**src/rtl/alu_pkg.sv**
```systemverilog
// Shared definitions for the ALU result stage: width, opcodes, flag bit
// positions and the stored FIFO entry layout.
package alu_pkg;

  localparam int ALU_W = 16;

  localparam logic [2:0] OP_AND = 3'd0;
  localparam logic [2:0] OP_OR  = 3'd1;
  localparam logic [2:0] OP_XOR = 3'd2;
  localparam logic [2:0] OP_NOT = 3'd3;
  localparam logic [2:0] OP_ADD = 3'd4;
  localparam logic [2:0] OP_SUB = 3'd5;

  localparam int FLAG_N = 3;
  localparam int FLAG_Z = 2;
  localparam int FLAG_C = 1;
  localparam int FLAG_V = 0;

  typedef struct packed {
    logic [ALU_W-1:0] result;
    logic [3:0]       flags;
    logic             err;
  } alu_entry_t;

endpackage

```
**src/rtl/alu_result_stage_if.sv**
```systemverilog
// Handshake and data bundle between the ALU units, the result stage and
// the downstream consumer. The stage uses the slave view; the upstream /
// downstream side uses the master view.
interface alu_result_if import alu_pkg::*; #(
  parameter int WIDTH = ALU_W
);
  logic             in_valid;
  logic             in_ready;
  logic [2:0]       op;
  logic [WIDTH-1:0] and_s;
  logic [WIDTH-1:0] or_s;
  logic [WIDTH-1:0] xor_s;
  logic [WIDTH-1:0] not_s;
  logic [WIDTH-1:0] sum_s;
  logic             sum_cout;
  logic             a_msb;
  logic             b_msb;
  logic             out_valid;
  logic             out_ready;
  logic [WIDTH-1:0] out_result;
  logic [3:0]       out_flags;
  logic             out_err;

  modport slave (
    input  in_valid, op, and_s, or_s, xor_s, not_s, sum_s, sum_cout,
           a_msb, b_msb, out_ready,
    output in_ready, out_valid, out_result, out_flags, out_err
  );

  modport master (
    output in_valid, op, and_s, or_s, xor_s, not_s, sum_s, sum_cout,
           a_msb, b_msb, out_ready,
    input  in_ready, out_valid, out_result, out_flags, out_err
  );
endinterface

```
**src/rtl/alu_flag_gen.sv**
```systemverilog
// Combinational N/Z/C/V flag and reserved-opcode derivation for the
// selected ALU result.
module alu_flag_gen import alu_pkg::*; #(
  parameter int WIDTH = ALU_W
) (
  input  logic [2:0]       op,
  input  logic [WIDTH-1:0] result,
  input  logic             sum_cout,
  input  logic             a_msb,
  input  logic             b_msb,
  output logic [3:0]       flags,
  output logic             err
);

  logic res_msb;
  assign res_msb = result[WIDTH-1];

  // Flags from the result; C/V only meaningful for the adder path.
  always_comb begin
    flags         = '0;
    err           = 1'b0;
    flags[FLAG_N] = res_msb;
    flags[FLAG_Z] = (result == '0);
    case (op)
      OP_AND, OP_OR, OP_XOR, OP_NOT: ;
      OP_ADD: begin
        flags[FLAG_C] = sum_cout;
        flags[FLAG_V] = (a_msb == b_msb) && (res_msb != a_msb);
      end
      OP_SUB: begin
        // b_msb is the un-inverted operand, so overflow needs differing signs.
        flags[FLAG_C] = sum_cout;
        flags[FLAG_V] = (a_msb != b_msb) && (res_msb != a_msb);
      end
      default: err = 1'b1;
    endcase
  end

endmodule

```
**src/rtl/alu_result_stage.sv**
```systemverilog
// Registered output stage of the ALU: selects the unit output by opcode,
// attaches flags, and buffers results in a 2-entry valid/ready FIFO.
module alu_result_stage import alu_pkg::*; (
  input  logic         clk,
  input  logic         rst_n,
  alu_result_if.slave  bus
);

  localparam int WIDTH = ALU_W;

  logic [WIDTH-1:0] sel_result;
  logic [3:0]       new_flags;
  logic             new_err;

  alu_entry_t       mem [2];
  logic             wr_ptr;
  logic             rd_ptr;
  logic [1:0]       count;
  logic             push;
  logic             pop;

  // Pick the unit output named by the opcode; reserved opcodes give zero.
  always_comb begin
    sel_result = '0;
    case (bus.op)
      OP_AND:  sel_result = bus.and_s;
      OP_OR:   sel_result = bus.or_s;
      OP_XOR:  sel_result = bus.xor_s;
      OP_NOT:  sel_result = bus.not_s;
      OP_ADD:  sel_result = bus.sum_s;
      OP_SUB:  sel_result = bus.sum_s;
      default: sel_result = '0;
    endcase
  end

  alu_flag_gen #(.WIDTH(WIDTH)) u_flag_gen (
    .op       (bus.op),
    .result   (sel_result),
    .sum_cout (bus.sum_cout),
    .a_msb    (bus.a_msb),
    .b_msb    (bus.b_msb),
    .flags    (new_flags),
    .err      (new_err)
  );

  // Handshake decode; every output comes from registered state only.
  assign bus.in_ready   = (count != 2'd2);
  assign bus.out_valid  = (count != 2'd0);
  assign push           = bus.in_valid && bus.in_ready;
  assign pop            = bus.out_valid && bus.out_ready;
  assign bus.out_result = mem[rd_ptr].result;
  assign bus.out_flags  = mem[rd_ptr].flags;
  assign bus.out_err    = mem[rd_ptr].err;

  // FIFO storage, pointers and occupancy; storage clears on reset too.
  always_ff @(posedge clk or negedge rst_n) begin
    if (!rst_n) begin
      for (int i = 0; i < 2; i++) mem[i] <= '0;
      wr_ptr <= 1'b0;
      rd_ptr <= 1'b0;
      count  <= 2'd0;
    end else begin
      if (push) begin
        mem[wr_ptr] <= '{result: sel_result, flags: new_flags, err: new_err};
        wr_ptr      <= ~wr_ptr;
      end
      if (pop) rd_ptr <= ~rd_ptr;
      case ({push, pop})
        2'b10:   count <= count + 2'd1;
        2'b01:   count <= count - 2'd1;
        default: count <= count;
      endcase
    end
  end

endmodule

```
**src/flat_wrapper.sv**
```systemverilog
// flat-port wrapper written by rule: the top's interface ports become plain ports
module alu_result_stage_flat import alu_pkg::*;
  (clk, rst_n, bus_in_valid, bus_op, bus_and_s, bus_or_s, bus_xor_s, bus_not_s, bus_sum_s, bus_sum_cout, bus_a_msb, bus_b_msb, bus_out_ready, bus_in_ready, bus_out_valid, bus_out_result, bus_out_flags, bus_out_err);
  alu_result_if #(.WIDTH(ALU_W)) bus_i ();
  input  logic clk;
  input  logic rst_n;
  input wire logic [$bits(bus_i.in_valid)-1:0] bus_in_valid;
  input wire logic [$bits(bus_i.op)-1:0] bus_op;
  input wire logic [$bits(bus_i.and_s)-1:0] bus_and_s;
  input wire logic [$bits(bus_i.or_s)-1:0] bus_or_s;
  input wire logic [$bits(bus_i.xor_s)-1:0] bus_xor_s;
  input wire logic [$bits(bus_i.not_s)-1:0] bus_not_s;
  input wire logic [$bits(bus_i.sum_s)-1:0] bus_sum_s;
  input wire logic [$bits(bus_i.sum_cout)-1:0] bus_sum_cout;
  input wire logic [$bits(bus_i.a_msb)-1:0] bus_a_msb;
  input wire logic [$bits(bus_i.b_msb)-1:0] bus_b_msb;
  input wire logic [$bits(bus_i.out_ready)-1:0] bus_out_ready;
  output wire logic [$bits(bus_i.in_ready)-1:0] bus_in_ready;
  output wire logic [$bits(bus_i.out_valid)-1:0] bus_out_valid;
  output wire logic [$bits(bus_i.out_result)-1:0] bus_out_result;
  output wire logic [$bits(bus_i.out_flags)-1:0] bus_out_flags;
  output wire logic [$bits(bus_i.out_err)-1:0] bus_out_err;
  assign bus_i.in_valid = bus_in_valid;
  assign bus_i.op = bus_op;
  assign bus_i.and_s = bus_and_s;
  assign bus_i.or_s = bus_or_s;
  assign bus_i.xor_s = bus_xor_s;
  assign bus_i.not_s = bus_not_s;
  assign bus_i.sum_s = bus_sum_s;
  assign bus_i.sum_cout = bus_sum_cout;
  assign bus_i.a_msb = bus_a_msb;
  assign bus_i.b_msb = bus_b_msb;
  assign bus_i.out_ready = bus_out_ready;
  assign bus_in_ready = bus_i.in_ready;
  assign bus_out_valid = bus_i.out_valid;
  assign bus_out_result = bus_i.out_result;
  assign bus_out_flags = bus_i.out_flags;
  assign bus_out_err = bus_i.out_err;
  alu_result_stage u_core (.clk(clk), .rst_n(rst_n), .bus(bus_i));
endmodule
```
**config.mk**
```make
export PLATFORM = sky130hd
export DESIGN_NAME = alu_result_stage_flat
export DESIGN_NICKNAME = d
export VERILOG_FILES = /design/src/rtl/alu_pkg.sv /design/src/rtl/alu_result_stage_if.sv /design/src/rtl/alu_flag_gen.sv /design/src/rtl/alu_result_stage.sv /design/src/flat_wrapper.sv
export SDC_FILE = /design/constraint.sdc
export NUM_CORES = 1
export LEC_CHECK = 0
export BUFFER_PORTS_ARGS = -buffer_cell sky130_fd_sc_hd__buf_2
export CELL_PAD_IN_SITES_DETAIL_PLACEMENT = 1
export CELL_PAD_IN_SITES_GLOBAL_PLACEMENT = 1
export CORE_UTILIZATION = 41
export DETAILED_ROUTE_END_ITERATION = 7
export GPL_TIMING_DRIVEN = 1
export PLACE_DENSITY = 0.9
export SETUP_SLACK_MARGIN = 0.4
export SLEW_MARGIN = 20
export SYNTH_ARGS = -nofsm -noshare
export SYNTH_HDL_FRONTEND = slang
export SYNTH_HIERARCHICAL = 1
export SYNTH_SLANG_ARGS = --single-unit
```
**constraint.sdc**
```tcl
create_clock -name clk -period 2.4 [get_ports clk]
set_input_delay 0.36 -clock clk [delete_from_list [all_inputs] [get_ports clk]]
set_output_delay 0.36 -clock clk [all_outputs]
set_load 0.05 [all_outputs]
```
==> results.sh <==
export IMPL_crit_slowest_cell="dfrtp_1"
export IMPL_reg2reg_setup_slack_ns=0.71
export IMPL_h_tree_depth=2
export IMPL_layout_nets=445
export IMPL_yosysWarnings=6
export IMPL_slew_viol_final=0
export IMPL_cts_setup_buffers=0
export IMPL_synth_edf_count=0
export IMPL_crit_path_max_incr_delay_ns=0.41
export IMPL_cts_sinks=46
export IMPL_num_fill_cells=799
export IMPL_cts_buffers_inserted=5
export IMPL_slew_headroom=0.562
export IMPL_n_antenna_cell=0
export IMPL_fin_crit_sh=0.806
export IMPL_p_leak_nw=1.83
export IMPL_hold_class="primary input to asynchronous set/reset pin"
export IMPL_grt_pass1_vias=2556
export IMPL_met2_usage=0.389
export IMPL_seq_area_frac_synth=0.386
export IMPL_ant_nets=0
export IMPL_synth_seq_cells=46
export IMPL_crit_path_max_fanout=20
export IMPL_critPathTopFamily="buffers and inverters"
export IMPL_status="finished, final reports clean"
export IMPL_crit_path_end="bus_out_result[11]"
export IMPL_crit_path_end_kind="output pin"
export IMPL_clock_latency_ns=0.30
export IMPL_top_usage_layer="met2"
export IMPL_hold_viol_final=0
export IMPL_power_density_nw_per_um2=1180
export IMPL_peakVddDrop_mv=0.686
export IMPL_root_buffer="clkbuf_8"
export IMPL_die_w_um=87.3
export IMPL_layout_drive_gt1_share=0.596
export IMPL_cts_root_to_sink_buffers=2
export IMPL_fin_skew_ns=0.00503
export IMPL_grt_util_all_layers=0.223
export IMPL_synthCells=245
export IMPL_synthFlopType="dfrtp_1"
export IMPL_crit_type="flip-flop to output pin"
export IMPL_dp_hpwl_mm=6.44
export IMPL_rows=30
export IMPL_cts_tree="yes"
export IMPL_gp_congestion=0.740
export IMPL_routedWlPerCell_um=18.0
export IMPL_fp_dieArea_um2=7620
export IMPL_rsz0062_at_grt="false"
export IMPL_initial_core_util=0.432
export IMPL_crit_required_ns=2.04
export IMPL_via_per_inst=5.24
export IMPL_tns_ns=0
export IMPL_setup_viol=0
export IMPL_start_kind="flip-flop"
export IMPL_io_pins=113
export IMPL_rr_worst_depth=3
export IMPL_critPathArrivalTime_ns=1.57
export IMPL_syn_cell_area_um2=2980
export IMPL_clk_pin_slew_worst_paths_ns=0.08
export IMPL_synth_nets=336
export IMPL_crit_chain="buf_6 -> mux2_2 -> buf_2"
export IMPL_area_delta_synth_final_pct=24.2
export IMPL_worst_pin_slew_ns=0.657
export IMPL_die_height_um=87.3
export IMPL_grt_max_degree=39
export IMPL_grt_pass1_wl_mm=12.8
export IMPL_syn_area_per_cell_um2=12.2
export IMPL_yosys_cell_types_count=37
export IMPL_wirelength_mm=8.12
export IMPL_path_depth=3
export IMPL_grt_overflow_total=0
export IMPL_max_cap_violations=0
export IMPL_num_vias=2358
export IMPL_r2r_end="u_core/mem[18]$_DFFE_PN0P_"
export IMPL_portBuffers=112
export IMPL_synth_async_sr_flop_share=1.00
export IMPL_postLayoutCoreUtil=0.536
export IMPL_drtIter0Drc=77
export IMPL_gr_usage_met1=0.272
export IMPL_setup_worst_path_start="u_core/rd_ptr$_DFFE_PN0P_"
export IMPL_r2r_start="u_core/count[0]$_DFFE_PN0P_"
export IMPL_core_region_area_um2=6910
export IMPL_firstDrtPassIters=4
export IMPL_use_met3=0.0531
export IMPL_antenna_found_initial=0
export IMPL_min_period_ns=1.93
export IMPL_drc=0
export IMPL_path_buf_inv=2
export IMPL_max_clock_freq_mhz=517
==> synth_stat cells (all sizes together) (3+ instances only) <==
master	count	area [µm²]
nand3b	12	90.1
nand2	5	18.8
mux2i	20	200
o21ai	16	125
mux2	60	721
nor2	5	18.8
nor4	4	25.0
inv	4	15.0
dfrtp	46	1150
clkbuf	3	12.5
a21oi	4	20.0
o21a	12	90.1
buf	18	159
a32oi	12	105
o22a	4	37.5
xnor2	4	35.0
==> power breakdown <==
part	switching, mW	internal, mW	total [mW]
sequential	0.196	1.11	1.31
clock	0.251	0.333	0.585
combinational	1.53	0.947	2.48
total	1.98	2.39	4.37
==> cell type report <==
cell class	count	area, µm²	area share
inverter	4	15.0	0.00405
sequential	46	1150	0.311
multi-input combinational	174	1650	0.444
timing repair buffer	123	659	0.178
clock buffer	6	82.6	0.0223
clock inverter	1	30.0	0.00811
tap	96	120	0.0324
==> what timing repair did <==
| item | in CTS | in global routing |
|---|---|---|
| hold buffers | 0 | 0 |
| endpoints found under the setup margin | 14 | 0 |
| resized for setup | 1 | 0 |
==> worst register-to-register path, delay by kind of cell, from the launching register on <==
kind,cells,cell delay [ns]
flops,1,0.42
mux,1,0.49
simple gates,2,0.67
==> per-layer routing <==
layer  share of wire  vias up
met5               0        -
met4           0.015        0
met3           0.077       14
met2            0.49       89
met1            0.42     1140
li1                -     1115
==> state kept, by name (all words and copies together), names as in the netlist <==
register / cells
u_core/count: 2
u_core/mem: 42
u_core/rd_ptr: 1
u_core/wr_ptr: 1
==> cells in the final DEF (no fill, tap or decap), drive strengths merged <==
cell type  instances
and3b              2
inv                4
clkbuf             6
o21a              12
or2                1
a32oi             12
buf              123
dfrtp             46
nand3              1
mux2              60
xnor2              4
a21oi              4
nand3b            12
and4bb             2
o22a               4
bufinv             1
and2               2
nor2               5
o21ai             16
mux2i             20
nand2b             2
nand2              5
ha                 1
xor2               2
and4               1
nor4               4
nor2b              2
==> cell families after synthesis <==
family	share of synthesized area
buf+inv	0.0625
compound gates	0.127
mux	0.309
flops	0.386
xor+xnor	0.0176
fa+ha+maj	0.00419
simple gates	0.0948
==> worst min-delay path by stage <==
stage | cells after the start | endpoint | from | slack [ns]
3_5_place_dp | 1 | u_core/count[0]$_DFFE_PN0P_ | rst_n | 0.42
6_report | 1 | u_core/count[1]$_DFFE_PN0P_ | rst_n | 0.08
3_3_place_gp | 1 | u_core/count[0]$_DFFE_PN0P_ | rst_n | 0.40
2_1_floorplan | 0 | u_core/count[0]$_DFFE_PN0P_ | rst_n | 0.06
4_1_cts | 1 | u_core/count[0]$_DFFE_PN0P_ | rst_n | 0.08
5_1_grt | 1 | u_core/count[1]$_DFFE_PN0P_ | rst_n | 0.11
==> per-stage QoR <==
stage	power, mW	std cells	setup slack, ns	instance area (µm²)	hold WS (ns)
finish	4.37	450	0.466	3700	0.0810
global placement	3.73	443	0.288	3590	0.400
CTS	4.43	450	0.427	3700	0.0813
detailed placement	3.81	443	0.212	3590	0.422
floorplan	3.28	245	0.493	2980	0.0644
global route	4.63	450	0.409	3700	0.115
Power figures use the tool's default switching activity.
